`config.mk`:
```
export PLATFORM = sky130hd
export DESIGN_NAME = multicycle_ctrl_flat
export DESIGN_NICKNAME = d
export VERILOG_FILES = /design/src/rtl/multicycle_ctrl_if.sv /design/src/rtl/multicycle_ctrl.sv /design/src/flat_wrapper.sv
export SDC_FILE = /design/constraint.sdc
export NUM_CORES = 1
export LEC_CHECK = 0
export ABC_AREA = 1
export CORE_MARGIN = 1
export CORE_UTILIZATION = 40
export CTS_CLUSTER_SIZE = 14
export DETAILED_ROUTE_END_ITERATION = 10
export GPL_TIMING_DRIVEN = 0
export MAX_ROUTING_LAYER = met4
export PLACE_DENSITY = 0.76
export SLEW_MARGIN = 20
export SYNTH_ARGS = -nofsm -noshare
export SYNTH_HDL_FRONTEND = slang
export SYNTH_SLANG_ARGS = --single-unit
```
`constraint.sdc`:
```
create_clock -name clk_i -period 1.8 [get_ports clk_i]
set_input_delay 0.36 -clock clk_i [delete_from_list [all_inputs] [get_ports clk_i]]
set_output_delay 0.36 -clock clk_i [all_outputs]
set_load 0.05 [all_outputs]
```
`src/rtl/multicycle_ctrl_if.sv`:
```
// multicycle_ctrl_if: instruction fields, memory handshake and datapath strobes between sequencer and datapath.
interface multicycle_ctrl_if #(parameter int ALU_CC_W = 4, parameter int CNT_W = 16);
  logic                run;
  logic [6:0]          opcode;
  logic [2:0]          funct3;
  logic [6:0]          funct7;
  logic                mem_ready;
  logic                pc_en;
  logic                ir_en;
  logic                reg_write;
  logic                mem2reg;
  logic                alu_src;
  logic                mem_write;
  logic                mem_read;
  logic [ALU_CC_W-1:0] alu_cc;
  logic                busy;
  logic                trap;
  logic [2:0]          state;
  logic [CNT_W-1:0]    retired;
  modport master (
    output run, opcode, funct3, funct7, mem_ready,
    input  pc_en, ir_en, reg_write, mem2reg, alu_src, mem_write, mem_read, alu_cc, busy, trap, state, retired
  );
  modport slave (
    input  run, opcode, funct3, funct7, mem_ready,
    output pc_en, ir_en, reg_write, mem2reg, alu_src, mem_write, mem_read, alu_cc, busy, trap, state, retired
  );
endinterface

```
`src/rtl/multicycle_ctrl.sv`:
```
// multicycle_ctrl: multi-cycle RV32I sequencer with memory-ready timeout, run/halt, illegal-instruction trap and retire counter.
module multicycle_ctrl #(
  parameter int ALU_CC_W = 4,
  parameter int WAIT_MAX = 15,
  parameter int CNT_W    = 16
) (
  input logic               clk_i,
  input logic               rst_ni,
  multicycle_ctrl_if.slave  bus
);
  localparam int WW = $clog2(WAIT_MAX + 1);
  localparam logic [6:0] OP_R = 7'b0110011, OP_I = 7'b0010011, OP_LW = 7'b0000011, OP_SW = 7'b0100011;
  localparam logic [6:0] F7_Z = 7'b0000000, F7_ALT = 7'b0100000;
  typedef enum logic [2:0] {IDLE, FETCH, DECODE, EXEC, MEM, WB, TRAP} state_e;
  state_e         state_q, state_d;
  logic           r_q, lw_q, sw_q, f7alt_q;
  logic [2:0]     f3_q;
  logic [WW-1:0]  wait_q, wait_d;
  logic [CNT_W-1:0] retired_q;
  logic           is_r, is_i, is_lw, is_sw, f7_ok, legal, act, retire;
  logic [3:0]     cc;
  assign is_r  = bus.opcode == OP_R;
  assign is_i  = bus.opcode == OP_I;
  assign is_lw = bus.opcode == OP_LW && bus.funct3 == 3'b010;
  assign is_sw = bus.opcode == OP_SW && bus.funct3 == 3'b010;
  // SUB/SRA are the only R-type alternates; immediate shifts are the only I-type funct7 checks
  assign f7_ok = is_r ? (bus.funct7 == F7_Z || (bus.funct7 == F7_ALT && (bus.funct3 == 3'b000 || bus.funct3 == 3'b101)))
               : is_i ? (bus.funct3 == 3'b001 ? bus.funct7 == F7_Z
                       : bus.funct3 == 3'b101 ? (bus.funct7 == F7_Z || bus.funct7 == F7_ALT) : 1'b1)
               : 1'b1;
  assign legal  = (is_r || is_i || is_lw || is_sw) && f7_ok;
  assign retire = state_q == WB || (state_q == MEM && sw_q && bus.mem_ready);
  assign act    = state_q == EXEC || state_q == MEM || state_q == WB;
  always_comb begin
    cc = 4'b0010;
    if (!(lw_q || sw_q))
      cc = f3_q == 3'b000 ? (r_q && f7alt_q ? 4'b0110 : 4'b0010)
         : f3_q == 3'b001 ? 4'b0100
         : f3_q == 3'b010 ? 4'b0111
         : f3_q == 3'b011 ? 4'b1001
         : f3_q == 3'b100 ? 4'b0011
         : f3_q == 3'b101 ? (f7alt_q ? 4'b1000 : 4'b0101)
         : f3_q == 3'b110 ? 4'b0001 : 4'b0000;
  end
  always_comb begin
    state_d = state_q;
    wait_d  = wait_q;
    unique case (state_q)
      IDLE:    state_d = bus.run ? FETCH : IDLE;
      FETCH:   state_d = DECODE;
      DECODE:  state_d = legal ? EXEC : TRAP;
      EXEC: begin
        state_d = (lw_q || sw_q) ? MEM : WB;
        wait_d  = '0;
      end
      MEM: begin
        state_d = bus.mem_ready ? (lw_q ? WB : bus.run ? FETCH : IDLE)
                : wait_q == WW'(WAIT_MAX) ? TRAP : MEM;
        wait_d  = bus.mem_ready ? wait_q : wait_q + 1'b1;
      end
      WB:      state_d = bus.run ? FETCH : IDLE;
      TRAP:    state_d = TRAP;
      default: state_d = IDLE;
    endcase
  end
  always_ff @(posedge clk_i or negedge rst_ni) begin
    if (!rst_ni) begin
      state_q   <= IDLE;
      wait_q    <= '0;
      retired_q <= '0;
      {r_q, lw_q, sw_q, f7alt_q, f3_q} <= '0;
    end else begin
      state_q <= state_d;
      wait_q  <= wait_d;
      if (retire) retired_q <= retired_q + 1'b1;
      if (state_q == DECODE) {r_q, lw_q, sw_q, f7alt_q, f3_q} <= {is_r, is_lw, is_sw, bus.funct7 == F7_ALT, bus.funct3};
    end
  end
  assign bus.pc_en     = retire;
  assign bus.ir_en     = state_q == FETCH;
  assign bus.reg_write = state_q == WB;
  assign bus.mem2reg   = state_q == WB && lw_q;
  assign bus.alu_src   = act && !r_q;
  assign bus.mem_read  = state_q == MEM && lw_q;
  assign bus.mem_write = state_q == MEM && sw_q;
  assign bus.alu_cc    = act ? ALU_CC_W'(cc) : '0;
  assign bus.busy      = state_q != IDLE && state_q != TRAP;
  assign bus.trap      = state_q == TRAP;
  assign bus.state     = state_q;
  assign bus.retired   = retired_q;
endmodule

```
`src/flat_wrapper.sv`:
```
// flat-port wrapper written by rule: the top's interface ports become plain ports
module multicycle_ctrl_flat 
#(
  parameter int ALU_CC_W = 4,
  parameter int WAIT_MAX = 15,
  parameter int CNT_W    = 16
)
  (clk_i, rst_ni, bus_run, bus_opcode, bus_funct3, bus_funct7, bus_mem_ready, bus_pc_en, bus_ir_en, bus_reg_write, bus_mem2reg, bus_alu_src, bus_mem_write, bus_mem_read, bus_alu_cc, bus_busy, bus_trap, bus_state, bus_retired);
  multicycle_ctrl_if #(.ALU_CC_W(ALU_CC_W), .CNT_W(CNT_W)) bus_i ();
  input logic clk_i;
  input logic rst_ni;
  input wire logic [$bits(bus_i.run)-1:0] bus_run;
  input wire logic [$bits(bus_i.opcode)-1:0] bus_opcode;
  input wire logic [$bits(bus_i.funct3)-1:0] bus_funct3;
  input wire logic [$bits(bus_i.funct7)-1:0] bus_funct7;
  input wire logic [$bits(bus_i.mem_ready)-1:0] bus_mem_ready;
  output wire logic [$bits(bus_i.pc_en)-1:0] bus_pc_en;
  output wire logic [$bits(bus_i.ir_en)-1:0] bus_ir_en;
  output wire logic [$bits(bus_i.reg_write)-1:0] bus_reg_write;
  output wire logic [$bits(bus_i.mem2reg)-1:0] bus_mem2reg;
  output wire logic [$bits(bus_i.alu_src)-1:0] bus_alu_src;
  output wire logic [$bits(bus_i.mem_write)-1:0] bus_mem_write;
  output wire logic [$bits(bus_i.mem_read)-1:0] bus_mem_read;
  output wire logic [$bits(bus_i.alu_cc)-1:0] bus_alu_cc;
  output wire logic [$bits(bus_i.busy)-1:0] bus_busy;
  output wire logic [$bits(bus_i.trap)-1:0] bus_trap;
  output wire logic [$bits(bus_i.state)-1:0] bus_state;
  output wire logic [$bits(bus_i.retired)-1:0] bus_retired;
  assign bus_i.run = bus_run;
  assign bus_i.opcode = bus_opcode;
  assign bus_i.funct3 = bus_funct3;
  assign bus_i.funct7 = bus_funct7;
  assign bus_i.mem_ready = bus_mem_ready;
  assign bus_pc_en = bus_i.pc_en;
  assign bus_ir_en = bus_i.ir_en;
  assign bus_reg_write = bus_i.reg_write;
  assign bus_mem2reg = bus_i.mem2reg;
  assign bus_alu_src = bus_i.alu_src;
  assign bus_mem_write = bus_i.mem_write;
  assign bus_mem_read = bus_i.mem_read;
  assign bus_alu_cc = bus_i.alu_cc;
  assign bus_busy = bus_i.busy;
  assign bus_trap = bus_i.trap;
  assign bus_state = bus_i.state;
  assign bus_retired = bus_i.retired;
  multicycle_ctrl #(.ALU_CC_W(ALU_CC_W), .WAIT_MAX(WAIT_MAX), .CNT_W(CNT_W)) u_core (.clk_i(clk_i), .rst_ni(rst_ni), .bus(bus_i));
endmodule
```
After elaboration in Yosys (flattened, before gate mapping) --
Index checks and enable logic that the tools add are counted.
Storage, ports and cells: flip-flop bits (word level) 30, bits in latches 0, bits in writable memories 0, ROM bits 0, output and inout port bits 32, logic and storage cells 87, memories kept 0
Operators by class: add/sub/neg operators 2, $mul 0, div/mod/pow operators 0, $lt $le $gt $ge 0, equality and inequality tests 23, shifts and indexed selects 0, multiplexer cells 24, bitwise logic cells 0, reductions and logical operators 30
Operator list (count):
- $mux W4 | 10
- $eq A3 B3 Y1 const B | 7
- $eq A7 B6 Y1 const B | 3
- $pmux W3 S6 | 1
- $add A16 B1 Y16 const B | 1
- $eq A3 B2 Y1 const B | 5
- $mux W3 | 4
- $logic_and A1 B1 Y1 | 11
- $logic_or A1 B1 Y1 | 10
- $eq A3 B1 Y1 const B | 3
- $logic_not A3 Y1 | 3
- $pmux W4 S2 | 1
- $eq A7 B2 Y1 const B | 1
- $eq A7 B5 Y1 const B | 1
- $logic_not A7 Y1 | 1
- $mux W1 | 7
- $add A4 B1 Y4 const B | 1
- $eq A4 B4 Y1 const B | 1
- $ne A3 B3 Y1 const B | 1
- $reduce_bool A3 Y1 | 1
- $mux W2 | 1
- $ne A2 B2 Y1 const B | 1
- $reduce_and A2 Y1 | 1
- $reduce_bool A2 Y1 | 1
- 2 further kinds | 2

Logic depth before layout (Yosys ltp) --
Gate-level depths: netlist of the first run.
depth after elaboration 10, depth in mapped cells 10

Worst setup path before layout of the first run --
Ideal clock, no wire load.
path kind register -> output, from register u_core.state_q[2], in the netlist u_core.bus.state[2], to output bus_alu_cc[3], data arrival time 2.678 ns, required time 1.440 ns, setup slack -1.238 ns, stages on the path, launching flop included 8, cells stage by stage dfrtp_1 -> inv_1 -> nand3_1 -> inv_1 -> a21oi_1 -> inv_1 -> nand2_1 -> nor4_1
Between the ends: word-level cells in the longest chain between the ends 4
Ends and longest elaborated chain:
- start, declared | line multicycle_ctrl.sv:15 | state_e state_q, state_d;
- start signal, assigned | line multicycle_ctrl.sv:73 | state_q <= state_d;
- $eq A3 B2 Y1 / $eq A3 B3 Y1 (equally long branches) | line multicycle_ctrl.sv:33 | assign act = state_q == EXEC || state_q == MEM || state_q == WB;
- $logic_or A1 B1 Y1 | line multicycle_ctrl.sv:33
- $logic_or A1 B1 Y1 (*) | line multicycle_ctrl.sv:33
- $mux W4 (*) | line multicycle_ctrl.sv:86 | assign bus.alu_cc = act ? ALU_CC_W'(cc) : '0;
- end, declared | line flat_wrapper.sv:24 | output wire logic [$bits(bus_i.alu_cc)-1:0] bus_alu_cc;
Mark *: on every way between the ends. The rest lies on a longest branch, timed or not.

Worst setup path in the final report of the first run --
from register u_core.state_q[1], in the netlist u_core.bus.state[1], to output bus_alu_cc[0]
Same word-level chain as after synthesis.

==> results.md, run 1 <==
* Core area at 0.00414 mm²
* Top delay family on crit path: buffers and inverters
* # IOs at 53
* WP data arrival at 1580 ps
* Maximum VDD drop at approximately 900 µV
* Clock latency on the worst-skew pair at 290 ps
* N_diodes at 0
* Die Area at 0.00473 mm²
* CTS buffer count at 5
* Library cells used by synthesis at 25
* Area contributors post-synth: dfrtp_1 42%, nand2_1 14%, inv_1 8.0%, nor2_1 7.1%, nand3_1 6.2%
* Worst min-delay path class: in2async
* Synth Area in Compound Gates at under 10%
* Min Tclk post-route at 1940 ps
* Xor-xnor portion of the synthesized cell area at 4.41%
* Leakage at 1.35 nW
* CP cell instances: buf_6 > nand3_4 > inv_4 > a21oi_4 > inv_2 > nand2_4 > nor3b_4 > buf_6
* Gr usage total at approximately a fifth
* DP HPWL at 3140 µm
* CTS sink cnt at 30
* Finish-stage setup viols at 8
* Final net count at ~350
* Worst Reg-to-Reg Cells at 9
* Most frequent CP cell: buf_6
* Vias in the first global route at 1643
* Max-Cap Viols at 0
* Fin util at roughly 66%
* CP max stage delay at 430 ps
* Hold_buf cts at 0
* CP endpoint kind: output port
* Startpoint Class: flop
* Highest clock rate at 0.515 GHz
* Setup TNS Final at -573 ps
* Critical Setup Path Class: reg2out
* Largest net degree at the start of global routing at 31
* Syn Nets at 274
* P per Cell Area at 1380 mW/mm²
* DR vias/cell at slightly below 5
* Fillers at 356
* Die width at about 69 µm
* Starting Density at 43.1%
* Relative slew margins at 56.3%
* Initial DRC count at 92
* Largest family of logic cells by synthesized area: simple AND/OR/NAND/NOR gates
* R2R setup slack at 240 ps
* Hold Vio Cnt, Final at 0
* Critical path data required time at 1440 ps
* Clock Pin Slew Worst Setup and Hold Paths at 70 ps
* WL final at 4730 µm
* Syn Std Cell Area at 0.00179 mm²
* Detailed-route via count at 1879
* DRT Pass-1 Iters at 4
* Multiplexer share of the synthesized area at about 1.3%
* Final worst slack at -142 ps
* Slew @ Worst Pin at 656 ps
* CTS Root Cell: clkbuf_8
* Status: complete, but fails checks
* Final Max Tran Viols at 0
* Final Cycle Share at 108%
* Wire length per cell at ~12 µm
* FP Rows at 23
* FF+latch count, synth at 30
* CTS max path bufs at 2
* Clock skew at 5.37 ps
* Yosys top cell by area: dfrtp_1
* Max FO, Critical Path at 4
* CTS tree: yes
* Antenna-violating nets left at 0
* Cell count after synthesis at 251
* Share of layout cells above drive strength 1 at 22.5%
* WP buf/inv at 4
* Failing checks: negative setup slack
* First-pass GRT wire length at around 7000 µm
* Synth warn at 0
* Unrepaired setup endpoints after global routing: yes
* Post-Synth Adder-Cell Area at 1.40%
* Worst r2r dst: u_core.bus.retired[8]
* Layout area overhead at 53.6%
* GRT overflow at 0
* Number of remaining DRC errors at 0
* Top cell type's share of synthesized area at 42.0%
* R2R Path Start: u_core.bus.state[0]
* Syn_area_per_cell at 7.11 µm²
* Post-Synth Simple-Gate Area at 34.6%
* Clock H-tree levels at 2
* Antenna violations before repair at 0
* Port bufs at 52
* GP Congestion at 0.786
* Die Y at 68.8 µm
* Slowest-stage cell, CP: dfrtp_2
* Sequential area share after synthesis at 42.0%
per-layer routing:
metal  vias to the layer above  GRT usage (%)  routed length, µm
li1                        956              -                  -
met1                       863           25.4               2060
met5                         -              -                  0
met2                        50           33.0               2350
met4                         0           10.7                102
met3                        10           3.45                223
worst register-to-register path, cell delays in order, from the launching register on:
cell and delay, ps:
dfrtp_2 460, nor2_4 150, nand2_4 90, nor2_4 110
nand2_2 80, nand2_4 80, buf_4 180, nand2_1 110
o21ai_1 140, nand2_1 60
cell type report:
cell class | instances | area [µm²] | area share [%]
buffer | 2 | 20.0 | 0.730
clock buffer | 6 | 82.6 | 3.01
tap | 50 | 62.6 | 2.28
timing repair buffer | 70 | 652 | 23.8
sequential | 30 | 754 | 27.5
multi-input combinational | 181 | 1010 | 36.7
inverter | 38 | 153 | 5.57
clock inverter | 2 | 12.5 | 0.456
synth_stat cells:
cell,number
nor3b_1,1
nand2_4,1
nor2_1,34
inv_1,38
nand3_2,1
nand4_1,3
nand3_1,22
nor4_1,2
a21oi_1,4
o311ai_0,2
xor2_1,4
xnor2_1,5
nand2_1,68
or2_2,1
o21ai_1,8
buf_4,1
dfrtp_1,30
nor3_1,8
buf_2,1
o21ai_0,7
ha_1,2
o22ai_1,2
o211a_1,1
mux2_2,2
nor2_2,3
stage by stage:
step	cell area (µm²)	setup slack [ps]	instances	total power [W]	hold WS, ps
detailed placement	2440	-665	353	0.00274	435
CTS	2580	-132	366	0.00344	121
finish	2740	-142	379	0.00378	96.5
global route	2740	-189	379	0.00397	149
floorplan	1860	-229	251	0.00221	64.4
global placement	2450	-655	353	0.00271	497
registers in the layout, summed over array words and instances, names as in the netlist:
signal              count
u_core.bus.retired     16
u_core.bus.state        3
u_core.f3_q             3
u_core.f7alt_q          1
u_core.lw_q             1
u_core.r_q              1
u_core.sw_q             1
u_core.wait_q           4
placed cells by master, fill, tap and decap left out, types with 2 or more instances in the layout:
master,count
nand2_4,3
inv_4,2
ha_1,2
clkbuf_8,6
dfrtp_1,27
nand2_1,64
dfrtp_2,3
nand3_2,3
nor3_1,8
mux2_2,2
xnor2_1,5
nor2_2,4
nand3_1,19
nor2_4,4
nor2_1,29
inv_1,34
o22ai_1,2
o21ai_1,9
nand4_1,3
clkdlybuf4s50_1,19
buf_2,4
nand2_2,2
a21oi_1,2
buf_6,11
xor2_1,4
buf_4,15
buf_8,2
dlygate4sd2_1,18
o21ai_0,6
kinds of logic after synthesis:
kind of cell | count (synthesis)
buffers and inverters | 40
AOI/OAI and AO/OA | 24
adders and majority gates | 2
DFF | 30
muxes | 2
xor gates and xnor gates | 9
and+or+nand+nor | 144
what timing repair did:
action	in CTS	in global routing
pin swaps	4	7
setup buffers	5	13
endpoints found under the setup margin	32	12
resized for setup	107	24
how the worst max path moves through the flow:
stage | startpoint | endpoint | slack [ps] | depth (start not counted)
floorplan | u_core.bus.state[2] | bus_alu_cc[3] | -230 | 7
global placement | u_core.bus.state[0] | bus_pc_en | -650 | 7
detailed placement | u_core.bus.state[0] | bus_pc_en | -660 | 7
CTS | u_core.bus.state[1] | bus_alu_cc[0] | -130 | 8
global route | u_core.bus.state[1] | bus_alu_cc[0] | -190 | 8
finish | u_core.bus.state[1] | bus_alu_cc[0] | -140 | 8
power by group:
| group | switching [W] | internal [W] |
|---|---|---|
| clock network | 0.000266 | 0.000307 |
| registers | 0.000191 | 0.000819 |
| logic | 0.00134 | 0.000859 |
| total | 0.00179 | 0.00198 |
(Power assumes the default switching activity.)
==> inputs of run 2 (changes only) <==
- CTS_BUF_LIST: default -> sky130_fd_sc_hd__clkbuf_16
==> run 2 against run 1 <==
Compared with the run above: the flow still finishes with violations (negative setup slack); clock skew decreased by 1.7 ps; register-to-register slack got worse by 30 ps; die area is the same; via count grew 0.37%; non-clock buffer count down 2; global-route usage fell by 0.064 points; core utilization up 0.091 points; clock-buffer cell count is 1 lower; design area increased by 0.14%; largest cell class unchanged.
==> results.md, run 2 (synthesis gave the netlist of run 1 again) <==
* WL final at 4660 µm
* Critical Setup Path Class: reg2out
* Max-Cap Viols at 0
* Failing checks: negative setup slack
* Initial DRC count at 97
* Status: complete, but fails checks
* Setup TNS Final at -638 ps
* Clock latency on the worst-skew pair at 280 ps
* Final worst slack at -121 ps
* Worst Reg-to-Reg Cells at 9
* Startpoint Class: flop
* Pwr Total at slightly below 0.004 W
* Highest clock rate at ~0.52 GHz
* Instance count on the critical path at 8
* Critical path data required time at 1440 ps
* Unrepaired setup endpoints after global routing: yes
* Flip-flop count of the largest register after layout at 16
* Gr usage total at 20.7%
* Share of layout cells above drive strength 1 at 21.7%
* Maximum VDD drop at about 900 µV
* DP HPWL at around 3100 µm
* Detailed-route via count at ~1900
* Min Tclk post-route at 1920 ps
* Worst min-delay path class: in2async
* DR vias/cell at 5.00
* Fillers at 353
* Die Y at approximately 69 µm
* Leakage at 1.35 nW
* Hold Vio Cnt, Final at 0
* WP buf/inv at 4
* CTS buffer count at 5
* Die Area at 0.00473 mm²
* Number of remaining DRC errors at 0
* Clock Pin Slew Worst Setup and Hold Paths at approximately 50 ps
* Final net count at ~350
* Antenna-violating nets left at 0
* Final Cycle Share at 107%
* CP max stage delay at 450 ps
* GP Congestion at about 0.79
* Clock power frac at about a fifth
* CTS sink cnt at 30
* N_diodes at 0
* Most common cell after layout, fill and taps aside: nand2_1
* Antenna violations before repair at 0
* Finish-stage setup viols at 7
* # IOs at 53
* Max FO, Critical Path at 4
* Wire length per cell at 12.4 µm
* Top delay family on crit path: flip-flops
* Dpl ws at -665 ps
* CTS max path bufs at 2
* Relative slew margins at a little under three fifths
* Clock skew at 3.66 ps
* Commonest cells after routing, fill and taps aside: 64 x nand2_1, 35 x inv_1, 29 x nor2_1
* Register area at 756 µm²
* P per Cell Area at 1430 mW/mm²
* Most frequent CP cell: inv_4
* Core area at 0.00414 mm²
* Hold_buf cts at 0
* Psw at 0.00180 W
* Clock H-tree levels at 2
* Internal power at 0.00212 W
* Sw frac at around 46%
* Logic pwr share at 53.8%
* Vias in the first global route at 1631
* Starting Density at 43.1%
* DRT Pass-1 Iters at 4
* CP endpoint kind: output port
* Die width at 68.8 µm
* Slew @ Worst Pin at ~670 ps
* CTS tree: yes
* GRT overflow at 0
* WP data arrival at between 1500 and 2000 ps
* Port bufs at 52
* FP Rows at 23
* Slowest-stage cell, CP: dfrtp_2
* Layout area overhead at 53.8%
* First-pass GRT wire length at approximately 7000 µm
* CP cell instances: inv_4 > nand3_4 > inv_4 > a21oi_4 > inv_2 > nand2_4 > nor3b_4 > buf_6
* Largest net degree at the start of global routing at 31
* Final Max Tran Viols at 0
* Multi-input gate area at 998 µm²
* CTS Root Cell: clkbuf_16
* Sequential Power Share at 25.9%
run 2: layout make-up:
type,count,area share (%)
plain buffers,2,0.729
clock buffers,5,4.56
clock inverters,3,0.592
inverters,38,5.38
multi-input cells,181,36.4
flip-flops and latches,30,27.5
well taps,50,2.28
repair buffers,68,22.6
run 2: repair_timing:
item                                    CTS  global route
hold endpoints to repair                  0             0
endpoints found under the setup margin   32            11
setup buffers                             6            10
pin swaps                                 3             5
gates resized for setup                 108            15
cloned                                    0             0
run 2: path summary, 6_finish.rpt:
kind / startpoint / to / slack (ps)
max: u_core.bus.state[2] / bus_alu_cc[0] / -120
min reg2reg: u_core.wait_q[1] / u_core.wait_q[1] / 510
max in group asynchronous: rst_ni / u_core.bus.state[1] / 1210
min: rst_ni / u_core.f7alt_q / 120
max reg2reg: u_core.bus.state[0] / u_core.bus.retired[8] / 210
min in group clk_i: u_core.wait_q[1] / u_core.wait_q[1] / 510
run 2: stage by stage:
step,utilization [%],instance area [µm²],hold slack [ps],std cells
2_1_floorplan,-,1860,64.4,251
3_3_place_gp,59.0,2450,497,353
3_5_place_dp,58.9,2440,435,353
4_1_cts,63.4,2630,145,367
5_1_grt,66.3,2750,171,377
6_report,66.3,2750,117,377
run 2: power by group through the flow:
stage / Combinational [W] / Clock, W / Sequential, W
after floorplan: 0.000989 / 0 / 0.00122
after global placement: 0.00170 / 0 / 0.00101
after detailed placement: 0.00173 / 0 / 0.00102
after CTS: 0.00185 / 0.000803 / 0.00101
after global routing: 0.00224 / 0.000844 / 0.00104
final: 0.00211 / 0.000794 / 0.00102
run 2: metal layers:
| metal | GRT usage (%) | vias to the layer above | share of wire [%] | routed length, µm |
|---|---|---|---|---|
| met4 | 9.18 | 0 | 2.1 | 97 |
| met1 | 25.4 | 867 | 45 | 2070 |
| li1 | - | 951 | - | - |
| met3 | 3.45 | 9 | 3.8 | 179 |
| met2 | 33.5 | 59 | 49 | 2300 |
| met5 | - | - | 0 | 0 |
==> inputs of run 3 (changes only) <==
--- a/config.mk
+++ b/config.mk
@@ -16,2 +16,3 @@
 export PLACE_DENSITY = 0.76
+export SKIP_LAST_GASP = 1
 export SLEW_MARGIN = 20
@@ -20 +21,2 @@
 export SYNTH_SLANG_ARGS = --single-unit
+export TNS_END_PERCENT = 30
==> constraint.sdc (replaced) <==
create_clock -name clk_i -period 1.8 [get_ports clk_i]
set_input_delay 0.27 -clock clk_i [delete_from_list [all_inputs] [get_ports clk_i]]
set_output_delay 0.27 -clock clk_i [all_outputs]
set_load 0.05 [all_outputs]
==> run 3 against run 2 <==
Compared with the run above: the run still ends with negative setup slack left; clock skew rose by 4.0 ps; clock power decreased by 2%; via count fell by 2.8%; total power shrank 7.9%; critical path depth fell by 7.
==> results.md, run 3 (synthesis gave the netlist of run 1 again) <==
* Min Tclk post-route at 1870 ps
* WP data arrival at 1600 ps
* CTS sink cnt at 30
* CTS tree: yes
* Leakage at 1.25 nW
* WP buf/inv at 1
* R2R Path Start: u_core.bus.state[1]
* Clock latency on the worst-skew pair at 280 ps
* Largest net degree at the start of global routing at 31
* N_diodes at 0
* WHS at 29.6 ps
* Hold Vio Cnt, Final at 0
* First-pass GRT wire length at approximately 7000 µm
* Initial DRC count at between 100 and 150
* Die Area at about 0.0047 mm²
* Non-filler cells, final at around 370
* Top delay family on crit path: buffers and inverters
* CP endpoint kind: output port
* Flip-flop count of the largest register after layout at 16
* Final Max Tran Viols at 0
* Antenna-violating nets left at 0
* Die width at roughly 69 µm
* Worst Reg-to-Reg Cells at 9
* # IOs at 53
* Layout area overhead at 46.3%
* P per Cell Area at between 1000 and 1500 mW/mm²
* Starting Density at a little over two fifths
* Hold_buf cts at 0
* Relative slew margins at 55.6%
* GRT overflow at 0
* Post-route design area at 0.00261 mm²
* DRT Pass-1 Iters at 4
* Fillers at 393
* # placed instances at 353
* Vias in the first global route at approximately 1600
* Placed inst area at around 0.0024 mm²
* Dpl ws at -524 ps
* Critical path data required time at 1530 ps
* FP Rows at 23
* Clock skew at 7.61 ps
* Gr usage total at 21.8%
* CP cell instances: clkdlybuf4s50_1
* Failing checks: negative setup slack
* Core area at 0.00414 mm²
* Number of remaining DRC errors at 0
* GP Congestion at 0.812
* Clock Pin Slew Worst Setup and Hold Paths at 50 ps
* Status: complete, but fails checks
* CP max stage delay at about 850 ps
* Port bufs at 52
* Detailed-route via count at 1833
* Final net count at 339
* Worst r2r dst: u_core.bus.retired[8]
* Critical Setup Path Class: reg2out
* CTS Root Cell: clkbuf_16
* WL final at 4560 µm
* DP HPWL at 3360 µm
* Slew @ Worst Pin at 666 ps
* Highest clock rate at approximately 0.53 GHz
* CTS buffer count at 5
* R2R setup slack at 210 ps
* Antenna violations before repair at 0
* Startpoint Class: flop
* Final Cycle Share at 104%
* Commonest cells after routing, fill and taps aside: 65 x nand2_1, 37 x inv_1, 37 x clkdlybuf4s50_1
* Maximum VDD drop at 564 µV
* DR vias/cell at 4.99
* Wire length per cell at 12.4 µm
* Final worst slack at -69.6 ps
* Slowest-stage cell, CP: clkdlybuf4s50_1
* Max FO, Critical Path at 5
* Most common cell after layout, fill and taps aside: nand2_1
* Share of layout cells above drive strength 1 at 15.1%
* Unrepaired setup endpoints after global routing: yes
* Finish-stage setup viols at 7
* Worst min-delay path class: in2async
* Clock H-tree levels at 2
* CTS max path bufs at 2
* Die Y at between 60 and 70 µm
* Max-Cap Viols at 0
-- run 3: cell types whose count changed in the layout (fill, tap and decap cells not counted), moves of 2 or more --
| cell | delta |
|---|---|
| nor2_1 | +3 |
| nor2_2 | -2 |
| inv_1 | +2 |
| dlygate4sd2_1 | -17 |
| a21oi_1 | +2 |
| buf_4 | -7 |
| clkdlybuf4s50_1 | +18 |
| buf_6 | -6 |
-- run 3: worst max-delay path by stage --
stage | from | to | slack [ps] | depth (start not counted)
after floorplan | u_core.bus.state[2] | bus_alu_cc[3] | -150 | 7
final | u_core.bus.retired[11] | bus_retired[11] | -70 | 1
after global routing | u_core.bus.state[1] | bus_ir_en | -110 | 4
after detailed placement | u_core.bus.state[0] | bus_pc_en | -520 | 7
after CTS | u_core.bus.state[0] | bus_mem_read | -110 | 4
after global placement | u_core.bus.state[0] | bus_pc_en | -540 | 7
-- run 3: power breakdown --
part	switching [W]	internal, W
sequential	0.000190	0.000820
clock	0.000284	0.000498
combinational	0.00119	0.000636
-- run 3: metrics by stage --
| step | total power (W) | TNS, ps | utilization, % |
|---|---|---|---|
| after floorplan | 0.00219 | -460 | - |
| after global placement | 0.00269 | -6670 | 58.8 |
| after detailed placement | 0.00273 | -3410 | 58.7 |
| after CTS | 0.00359 | -761 | 63.3 |
| after global routing | 0.00383 | -958 | 63.0 |
| final | 0.00362 | -151 | 63.0 |
-- run 3: final cells by class --
class / count / area [µm²] / share of cell area, %
multi-input combinational: 181 / 948 / 36.3
sequential: 30 / 754 / 28.9
timing repair buffer: 58 / 538 / 20.6
inverter: 38 / 145 / 5.56
clock buffer: 5 / 125 / 4.79
tap: 50 / 62.6 / 2.40
buffer: 2 / 25.0 / 0.958
clock inverter: 3 / 12.5 / 0.479
-- run 3: layer usage --
| metal | up-vias | global-route usage (%) | part of all wire [%] |
|---|---|---|---|
| li1 | 934 | - | - |
| met1 | 850 | 24.0 | 42 |
| met2 | 40 | 37.9 | 53 |
| met3 | 9 | 5.10 | 3.3 |
| met4 | 0 | 8.93 | 1.8 |
| met5 | - | - | 0 |
-- run 3: what timing repair did --
action,4_1_cts,5_1_grt
pin swaps,1,1
buffers inserted,5,1
resized for setup,55,17
endpoints found under the hold margin,0,0
setup endpoints to repair,19,27
